File: src/rtl/mult_rr_scheduler.sv
// Round-robin scheduler sharing one carry-save multiplier among NREQ requesters.
// Optional macro MULT_PIPE_EN adds a CALC2 stage that registers the product before the result.

module Carry_Save_Multiplier #(
    parameter int WIDTH = 8
) (
    input  logic [WIDTH-1:0]   a,
    input  logic [WIDTH-1:0]   b,
    output logic [2*WIDTH-1:0] product
);

    logic [2*WIDTH-1:0] sum;
    logic [2*WIDTH-1:0] carry;
    logic [2*WIDTH-1:0] pp;
    logic [2*WIDTH-1:0] nxt_carry;

    // Partial products are folded into a sum/carry pair; one ripple add resolves them at the end.
    always_comb begin
        sum       = '0;
        carry     = '0;
        pp        = '0;
        nxt_carry = '0;
        for (int i = 0; i < WIDTH; i++) begin
            pp        = b[i] ? ({{WIDTH{1'b0}}, a} << i) : '0;
            nxt_carry = ((sum & carry) | (sum & pp) | (carry & pp)) << 1;
            sum       = sum ^ carry ^ pp;
            carry     = nxt_carry;
        end
        product = sum + carry;
    end

endmodule

module mult_rr_scheduler #(
    parameter int WIDTH = 8,
    parameter int NREQ  = 4,
    localparam int ID_W = $clog2(NREQ)
) (
    input  logic                  clk,
    input  logic                  rst_n,
    input  logic [NREQ-1:0]       req_valid,
    output logic [NREQ-1:0]       req_ready,
    input  logic [NREQ*WIDTH-1:0] req_a,
    input  logic [NREQ*WIDTH-1:0] req_b,
    output logic                  res_valid,
    input  logic                  res_ready,
    output logic [2*WIDTH:0]      res_data,
    output logic [ID_W-1:0]       res_id,
    output logic                  busy,
    output logic [31:0]           op_count
);

`ifdef MULT_PIPE_EN
    typedef enum logic [1:0] {IDLE, CALC, CALC2, HOLD} state_t;
`else
    typedef enum logic [1:0] {IDLE, CALC, HOLD} state_t;
`endif

    state_t             state;
    logic [ID_W-1:0]    rr_ptr;
    logic [ID_W-1:0]    cand;
    logic [ID_W-1:0]    winner;
    logic               grant_ok;
    logic [WIDTH-1:0]   sel_a;
    logic [WIDTH-1:0]   sel_b;
    logic [WIDTH-1:0]   a_q;
    logic [WIDTH-1:0]   b_q;
    logic [ID_W-1:0]    id_q;
    logic [2*WIDTH-1:0] product;
`ifdef MULT_PIPE_EN
    logic [2*WIDTH-1:0] prod_q;
`endif

    // Scanning from the farthest candidate back to rr_ptr+1 leaves the closest valid one as winner.
    always_comb begin
        grant_ok = 1'b0;
        winner   = '0;
        cand     = '0;
        for (int k = NREQ; k >= 1; k--) begin
            cand = ID_W'((int'(rr_ptr) + k) % NREQ);
            if (req_valid[cand]) begin
                grant_ok = 1'b1;
                winner   = cand;
            end
        end
    end

    always_comb begin
        sel_a = '0;
        sel_b = '0;
        for (int i = 0; i < NREQ; i++) begin
            if (winner == ID_W'(i)) begin
                sel_a = req_a[i*WIDTH +: WIDTH];
                sel_b = req_b[i*WIDTH +: WIDTH];
            end
        end
    end

    // Grants are suppressed while reset is asserted so nothing is accepted during reset.
    always_comb begin
        req_ready = '0;
        if (rst_n && state == IDLE && grant_ok) begin
            req_ready[winner] = 1'b1;
        end
    end

    assign busy = (state != IDLE);

    Carry_Save_Multiplier #(.WIDTH(WIDTH)) u_mult (
        .a       (a_q),
        .b       (b_q),
        .product (product)
    );

    always_ff @(posedge clk) begin
        if (!rst_n) begin
            state     <= IDLE;
            rr_ptr    <= ID_W'(NREQ - 1);
            a_q       <= '0;
            b_q       <= '0;
            id_q      <= '0;
            res_valid <= 1'b0;
            res_data  <= '0;
            res_id    <= '0;
            op_count  <= '0;
`ifdef MULT_PIPE_EN
            prod_q    <= '0;
`endif
        end else begin
            case (state)
                IDLE: begin
                    if (grant_ok) begin
                        a_q    <= sel_a;
                        b_q    <= sel_b;
                        id_q   <= winner;
                        rr_ptr <= winner;
                        state  <= CALC;
                    end
                end
`ifdef MULT_PIPE_EN
                CALC: begin
                    prod_q <= product;
                    state  <= CALC2;
                end
                CALC2: begin
                    res_data  <= {1'b0, prod_q};
                    res_id    <= id_q;
                    res_valid <= 1'b1;
                    state     <= HOLD;
                end
`else
                CALC: begin
                    res_data  <= {1'b0, product};
                    res_id    <= id_q;
                    res_valid <= 1'b1;
                    state     <= HOLD;
                end
`endif
                HOLD: begin
                    if (res_ready) begin
                        res_valid <= 1'b0;
                        op_count  <= op_count + 32'd1;
                        state     <= IDLE;
                    end
                end
                default: state <= IDLE;
            endcase
        end
    end

endmodule

File: config.mk
export PLATFORM = sky130hd
export DESIGN_NAME = mult_rr_scheduler
export DESIGN_NICKNAME = d
export VERILOG_FILES = /design/src/rtl/mult_rr_scheduler.sv
export SDC_FILE = /design/constraint.sdc
export NUM_CORES = 1
export LEC_CHECK = 0
export CAP_MARGIN = 20
export CORE_ASPECT_RATIO = 1.25
export CORE_MARGIN = 2
export CORE_UTILIZATION = 54
export DETAILED_ROUTE_END_ITERATION = 10
export HOLD_SLACK_MARGIN = 0.03
export PLACE_DENSITY = 0.86
export SYNTH_ARGS = -nofsm -noshare
export SYNTH_HDL_FRONTEND = slang
export SYNTH_SLANG_ARGS = --single-unit
File: constraint.sdc
create_clock -name clk -period 11.5 [get_ports clk]
set_clock_uncertainty 0.1 [all_clocks]
set_input_delay 3.45 -clock clk [delete_from_list [all_inputs] [get_ports clk]]
set_output_delay 3.45 -clock clk [all_outputs]
set_load 0.02 [all_outputs]
# --- After elaboration in Yosys (flattened, before gate mapping) ---
# Index checks and enable logic that the tools add are counted.
totals:
  regBits: 73
  inputBits: 71
  out_inout_bits: 57
  elab_cells: 123
op_classes:
  add_sub_neg: 6
  order_cmp: 6
  n_eq_ne: 7
  mux: 40
  bitwise_logic: 44
  reduce_logical: 11
ops:
  columns: ["operator", "n"]
  rows:
  - ["$and 15x15->15", 14]
  - ["$or 15x15->15", 12]
  - ["$xor 16x16->16", 6]
  - ["$mux 8", 9]
  - ["$add 32x1->32 const B", 1]
  - ["$and 15x13->15", 2]
  - ["$and 15x14->15", 2]
  - ["$add 16x16->16", 1]
  - ["$xor 16x10->16", 1]
  - ["$xor 16x11->16", 1]
  - ["$xor 16x12->16", 1]
  - ["$xor 16x13->16", 1]
  - ["$xor 16x14->16", 1]
  - ["$xor 16x15->16", 1]
  - ["$lt 2x3->1 const B", 5]
  - ["$mux 15", 1]
  - ["$mux 14", 1]
  - ["$mux 13", 1]
  - ["$mux 12", 1]
  - ["$mux 2", 6]
  - ["$mux 11", 1]
  - ["$mux 1", 10]
  - ["$mux 10", 1]
  - ["$and 8x9->9", 1]
  - ["17 further kinds", 33]

# --- Longest topological paths before layout ---
# Gate-level depths: netlist (run 1).
logic_depth:
  ltp_word: 21
  ltp_mapped: 19
  ltp_nobuf: 18

# --- Hierarchy ---
# A second synthesis (run 1) with hierarchy kept.
hier_totals:
  cells_unflattened: 592
  area_unflattened_um2: 5137.4
by_module_without_submodules:
  columns: ["module", "instances", "cells_each", "area_each_um2", "seq_area_each_um2"]
  rows:
  - ["mult_rr_scheduler", 1, 408, 3523.4, 1461.4]
  - ["Carry_Save_Multiplier", 1, 184, 1614.0, 0.0]

# --- Worst setup path before layout (run 1) ---
# OpenSTA, ideal clock, no wires.
synth_path:
  kind: "input port to output port"
  start: "input req_valid[3]"
  end: "output req_ready[0]"
  arrival_time_ns: 4.700
  required_ns: 7.950
  slack_ns: 3.250
  path_stages: 6
  n_path_buf: 2
  path_cell_list: "nor2b_4 > or3b_4 > and2_4 > buf_6 > buf_8 > nor2_1"
synth_via:
  elab_chain_len: 11
  word_cells_on_any_way: 23
  classes_between: "order compare (2); mux (19); reduce/logical (2)"
synth_lines:
  columns: ["item", "line", "rtl"]
  rows:
  - ["start: declaration", "41", "input logic [NREQ-1:0] req_valid,"]
  - ["$bmux 1 s2", "81", "if (req_valid[cand]) begin"]
  - ["$mux 1 (not written as such)", "81", null]
  - ["$mux 2 (4 in series)", "81", null]
  - ["$lt 2x3->1 (not written as such) or $ge 2x1->1 (tied branches)", "103", "req_ready[winner] = 1'b1;"]
  - ["$logic_and 1x1->1 (not written as such)", "103", null]
  - ["$mux 1 (not written as such)", "103", null]
  - ["$demux 1 s2", "103", null]
  - ["$mux 4 *", "102", "if (rst_n && state == IDLE && grant_ok) begin"]
  - ["end: declaration", "42", "output logic [NREQ-1:0] req_ready,"]
# Every way passes the cells marked *; elsewhere a longest branch is shown, timed or not. The select of a mux whose other input is x is not followed.

# --- Worst setup path after layout (run 1) ---
layout_path:
  start: "input req_valid[1]"
  end: "output req_ready[3]"
# The elaborated chain is that of the path after synthesis.

==> results of run 1 <==
[synthesized netlist by cell type, types with 3 or more instances]
cell      number  area, um^2
clkbuf_1      30         113
a21oi_1       17        85.1
dfxtp_1       73        1460
and2_1        22         138
fa_1          43         861
and3_1        23         144
nor2_1        50         188
nand4_1       10        62.6
o21a_1         3        22.5
nand2b_1       8        50.1
o21ai_0       23         115
and4_1         3        26.3
nand3_1       16        80.1
xnor2_1        5        43.8
a211oi_1       7        52.6
inv_1         34         128
mux2i_1       21         210
xor2_1        20         175
nor2b_1        3        18.8
a21boi_0      17         128
nand2_1       96         360
nor4_1         3        18.8
buf_2          4        20.0
ha_1          15         188
o211ai_1      17         128
[cells by family after synthesis]
family          count (synthesis)
xor+xnor                       25
buf+inv                        74
other cells                     1
flops                          73
mux                            22
fa+ha+maj                      58
compound gates                 95
simple gates                  250
[per-layer routing]
metal	part of all wire, %	global-route usage (%)
met5	0	0
met4	2.2	10.3
met3	5.0	3.53
met2	51	43.8
met1	42	28.3
[report_power, final]
group          internal [uW]  leakage, uW  switching, uW
combinational           91.7      0.00170           95.1
sequential               272     0.000594           33.0
clock                    213     0.000163            106
total                    576      0.00246            234
[final timing paths]
| path | from | to | slack [ps] | cells past startpoint |
|---|---|---|---|---|
| min reg2reg | res_data[0] | res_data[0] | 370 | 2 |
| max | req_valid[1] | req_ready[3] | 1920 | 6 |
| min | res_data[0] | res_data[0] | 370 | 2 |
| max reg2reg | b_q[0] | res_data[14] | 5750 | 18 |
[worst max-delay path: cells and delay by family]
family,cells,cell delay [ps]
and+or+nand+nor,3,790
buffers and inverters,2,1100
AOI/OAI and AO/OA,1,670
[registers in the layout, summed over array words and instances (netlist names)]
name / count
a_q: 8
res_id: 2
res_valid: 1
op_count: 32
state: 2
b_q: 8
id_q: 2
rr_ptr: 2
res_data: 16
[metrics by stage]
| stage | setup WS [ps] | hold slack (ps) | cells | area (um^2) | total power, uW |
|---|---|---|---|---|---|
| finish | 1920 | 367 | 825 | 6750 | 810 |
| global placement | 2060 | 345 | 809 | 6400 | 487 |
| global route | 1680 | 385 | 825 | 6750 | 852 |
| detailed placement | 1970 | 352 | 809 | 6400 | 496 |
| floorplan | 3250 | 329 | 598 | 5150 | 432 |
| CTS | 1960 | 359 | 825 | 6750 | 814 |
[final cells by class]
cell class	instances	area share, %
Clock buffer	10	3.39
Tap cell	123	2.28
Sequential cell	73	21.7
Timing Repair Buffer	128	18.9
Inverter	34	1.89
Multi-Input combinational cell	451	50.1
Clock inverter	6	1.71
==> metrics.cfg, run 1 <==
[timing]
worst_slew_pin_slew_ps=908
finalCritPeriodShare_pct=83.3
rsz0062_at_grt=no
maxSlewHeadroom_pct=39.2
maxSlewViolCount=0
setup_viol=0
tns_ps=0
hold_viol=0
period_minus_slack_ps=9580
fmaxAchievable_ghz=0.104

[pwr]
p_leak_uw=0.00246
ir_worst_vdd_mv=0.0760
p_per_area_nw_per_um2=120

[die]
rows=39
die_w_um=91.4
fp.dieArea_um2=10300
core_area_um2=9220
ios=128
die_h_um=113
start_util_pct=55.9

[synth]
synthesis.nets=727
synth.cell_area_um2=5150
synth_fa_ha_area_share_pct=20.3
synthCells=598
yosys_most_used_dff=dfxtp_1
syn_avg_cell_area_um2=8.62
ys_types=54
synth_mux_area_share_pct=4.30
synth_top_family_by_area=simple AND/OR/NAND/NOR gates
ys_ff_latch=73
synth_xor_area_share_pct=4.25
yosysWarnings=0
synth_edf_count=0
async_flop_share_pct=0
seq_area_frac_synth_pct=28.4
synth-simple-area-share_pct=24.3
synth_compound_area_share_pct=12.3

[layout]
fill_cells=660
fin_nets=826
register_area_um2=1460
multiInputGateArea_um2=3380
diodes=0
fin_util_pct=73.1
drive_above_1_share_pct=4.27
final_common_cell=clkdlybuf4s50_1
area_growth_pct=30.9
final_cell_mix=126 x clkdlybuf4s50_1, 96 x nand2_1, 73 x dfxtp_1, 50 x nor2_1, 43 x fa_1

[worst_hold_path]
hold_class=register to register

[worst_setup_path]
cp.required_ps=7950
slowest_stage=o22a_1
path_class=input pin to output port
max_stage_delay_ps=670
crit_path_cell_trace=clkdlybuf4s50_1, nand2b_1, o22a_1, and2_4, and2_1, clkdlybuf4s50_1
cp.arrival_ps=6030
start_kind=input pin
crit_top_cell=clkdlybuf4s50_1
end_kind=output port
worstPathMaxFanout=34

[detailed_routing]
drt-initial-drc-count=179
drcViolationCount=0
num_vias=4559
antenna_left=0
first_pass_iters=4
viasPerCell=5.53
routed_wl_mm=12.0
post_drt_wl_per_cell_um=14.5

[clock_tree]
cts_inserted_buffers=9
cts_resized=0
clockRootBuffer=clkbuf_16
clk_latency_ps=330
cts_max_level=3
clk_pin_slew_ps=50
cts_sinks=73
postCtsSetupRepairBufs=0
cts_tree=built
clk_path_buf_depth=2
cts_hold_buffers=0

[global_routing]
grt_remaining_overflow=0
grt_start_max_net_pins=48
antenna_found_initial=0
grt_pass1_vias=4691
grtUsageTotal_pct=24.1
grt_pass1_wl_mm=20.6

[placed_design]
gp_congestion=0.821
io_buffers=126
hpwl_mm=9.34

[outcome]
status=finished clean

[run]
maxCapViolations=0

Power figures use the tool's default switching activity.
==> inputs of run 2 (changes only) <==
CORE_UTILIZATION = 46   (was 54)
PLACE_DENSITY = 0.77   (was 0.86)
clock period = 8.1 ns   (was 11.5 ns; I/O delays follow)
==> metrics.cfg, run 2 (synthesized netlist as in run 1, its figures left out) <==
[worst_hold_path]
worstHoldPathCells=2  ; unchanged
hold_class=register to register

[timing]
fmaxAchievable_ghz=0.138
period_minus_slack_ps=7240
hold_viol=0  ; unchanged
maxSlewHeadroom_pct=38.7  ; -0.56 points
hold_ws_ps=351  ; -16.6 ps
tns_ps=0  ; unchanged
setup_viol=0  ; unchanged
worst_slew_pin_slew_ps=916  ; +8.35 ps
maxSlewViolCount=0  ; unchanged
finalCritPeriodShare_pct=89.4
rsz0062_at_grt=no

[clock_tree]
cts_tree=built
clk_pin_slew_ps=50  ; about the same
cts_hold_buffers=0  ; unchanged
cts_sinks=73  ; unchanged
cts_resized=0  ; unchanged
cts_max_level=3  ; unchanged
postCtsSetupRepairBufs=0  ; unchanged
clk_latency_ps=340  ; about the same
clockRootBuffer=clkbuf_16
cts_inserted_buffers=9  ; unchanged
clk_path_buf_depth=2  ; unchanged

[layout]
area_growth_pct=31.3
fin_nets=830  ; +0.48%
top_register=op_count
final_cell_mix=126 x clkdlybuf4s50_1, 96 x nand2_1, 73 x dfxtp_1, 50 x nor2_1, 43 x fa_1
final_common_cell=clkdlybuf4s50_1
drive_above_1_share_pct=4.82  ; +0.54 points
diodes=0  ; unchanged
largest_reg_flops=32  ; unchanged
fin_util_pct=61.3  ; -12 points
reg_top3=op_count x32, res_data x16
fill_cells=931  ; +41%

[detailed_routing]
antenna_left=0  ; unchanged
drcViolationCount=0  ; unchanged
drt-initial-drc-count=161  ; -10%
num_vias=4517  ; -0.92%
first_pass_iters=5  ; +1
post_drt_wl_per_cell_um=14.5  ; about the same
viasPerCell=5.37  ; -2.8%
routed_wl_mm=12.2  ; +2.0%

[global_routing]
grt_start_max_net_pins=49  ; +2.1%
grt_pass1_wl_mm=20.8  ; +0.57%
grtUsageTotal_pct=21.0  ; -3.1 points
grt_remaining_overflow=0  ; unchanged
antenna_found_initial=0  ; unchanged
grt_pass1_vias=4495  ; -4.2%

[pwr]
power.share.sequential_pct=38.2  ; +0.6 points
p_leak_uw=0.00247  ; +0.36%
swShare_pct=30.2  ; +1.3 points
p_switching_uw=341  ; +46%
p_int_uw=788  ; +37%
comb_power_share_pct=23.7  ; +0.7 points
ir_worst_vdd_mv=0.114  ; +50%
p_per_area_nw_per_um2=167  ; +39%
p_clk_share_pct=38.0  ; -1.3 points

[die]
core_area_um2=11000  ; +20%
start_util_pct=46.7  ; -9.2 points
die_h_um=122  ; +8.1%
rows=43  ; +10%
fp.dieArea_um2=12100  ; +17%
die_w_um=98.7  ; +8.0%
ios=128  ; unchanged

[outcome]
status=finished clean

[worst_setup_path]
end_kind=output port
worstPathMaxFanout=18  ; -47%
cp.arrival_ps=4710  ; -1320 ps
r2r_slack_ps=2440  ; -3310 ps
start_kind=input pin
path_class=input pin to output port
cp.required_ps=5570  ; -2380 ps
rr_worst_depth=18  ; unchanged

[placed_design]
gp_congestion=0.868  ; +5.7%
io_buffers=126  ; unchanged
hpwl_mm=9.54  ; +2.1%

[run]
maxCapViolations=0  ; unchanged

[run 2: cell count changes in the layout (fill, tap and decap cells not counted), sizes merged]
cell / previous run / this run
buf: 2 / 6
bufinv: 3 / 2
clkinv: 1 / 2
[run 2: final timing paths]
kind / startpoint / endpoint
hold / removal: res_data[8] / res_data[8]
setup reg to reg: a_q[7] / res_data[14]
setup / recovery: req_valid[1] / req_ready[1]
hold reg to reg: res_data[8] / res_data[8]
[run 2: layout make-up]
type	instances	area [um^2]	share of cell area [%]
Multi-Input combinational cell	451	3380	50.0
Sequential cell	73	1460	21.6
Timing Repair Buffer	132	1310	19.3
Clock buffer	10	229	3.38
Tap cell	135	169	2.50
Inverter	34	128	1.89
Clock inverter	6	90.1	1.33
[run 2: worst max-delay path, cell delays in order]
cell and delay [ps]:
clkdlybuf4s50_1 560, nor2_1 90, a211o_1 350, a311oi_4 300
buf_4 240, and2_1 150, clkdlybuf4s50_1 600
[run 2: power groups by stage]
stage	clock [uW]	combinational, uW	sequential [uW]
floorplan	0	201	413
CTS	435	271	432
global route	451	304	437
detailed placement	0	267	440
global placement	0	259	438
finish	429	268	432
[run 2: per-layer routing]
layer	GRT usage, %	up-vias	wire length, um
met1	24.9	2134	5030
met5	0	-	0
li1	-	2198	-
met4	7.36	0	267
met3	3.87	25	657
met2	38.2	160	6260
[run 2: stage by stage]
| stage | power [uW] | instance area [um^2] | worst slack, ps | instances |
|---|---|---|---|---|
| 2_1_floorplan | 614 | 5150 | 1890 | 598 |
| 3_3_place_gp | 697 | 6450 | 947 | 825 |
| 3_5_place_dp | 707 | 6450 | 883 | 825 |
| 4_1_cts | 1140 | 6770 | 862 | 841 |
| 5_1_grt | 1190 | 6770 | 746 | 841 |
| 6_report | 1130 | 6770 | 861 | 841 |
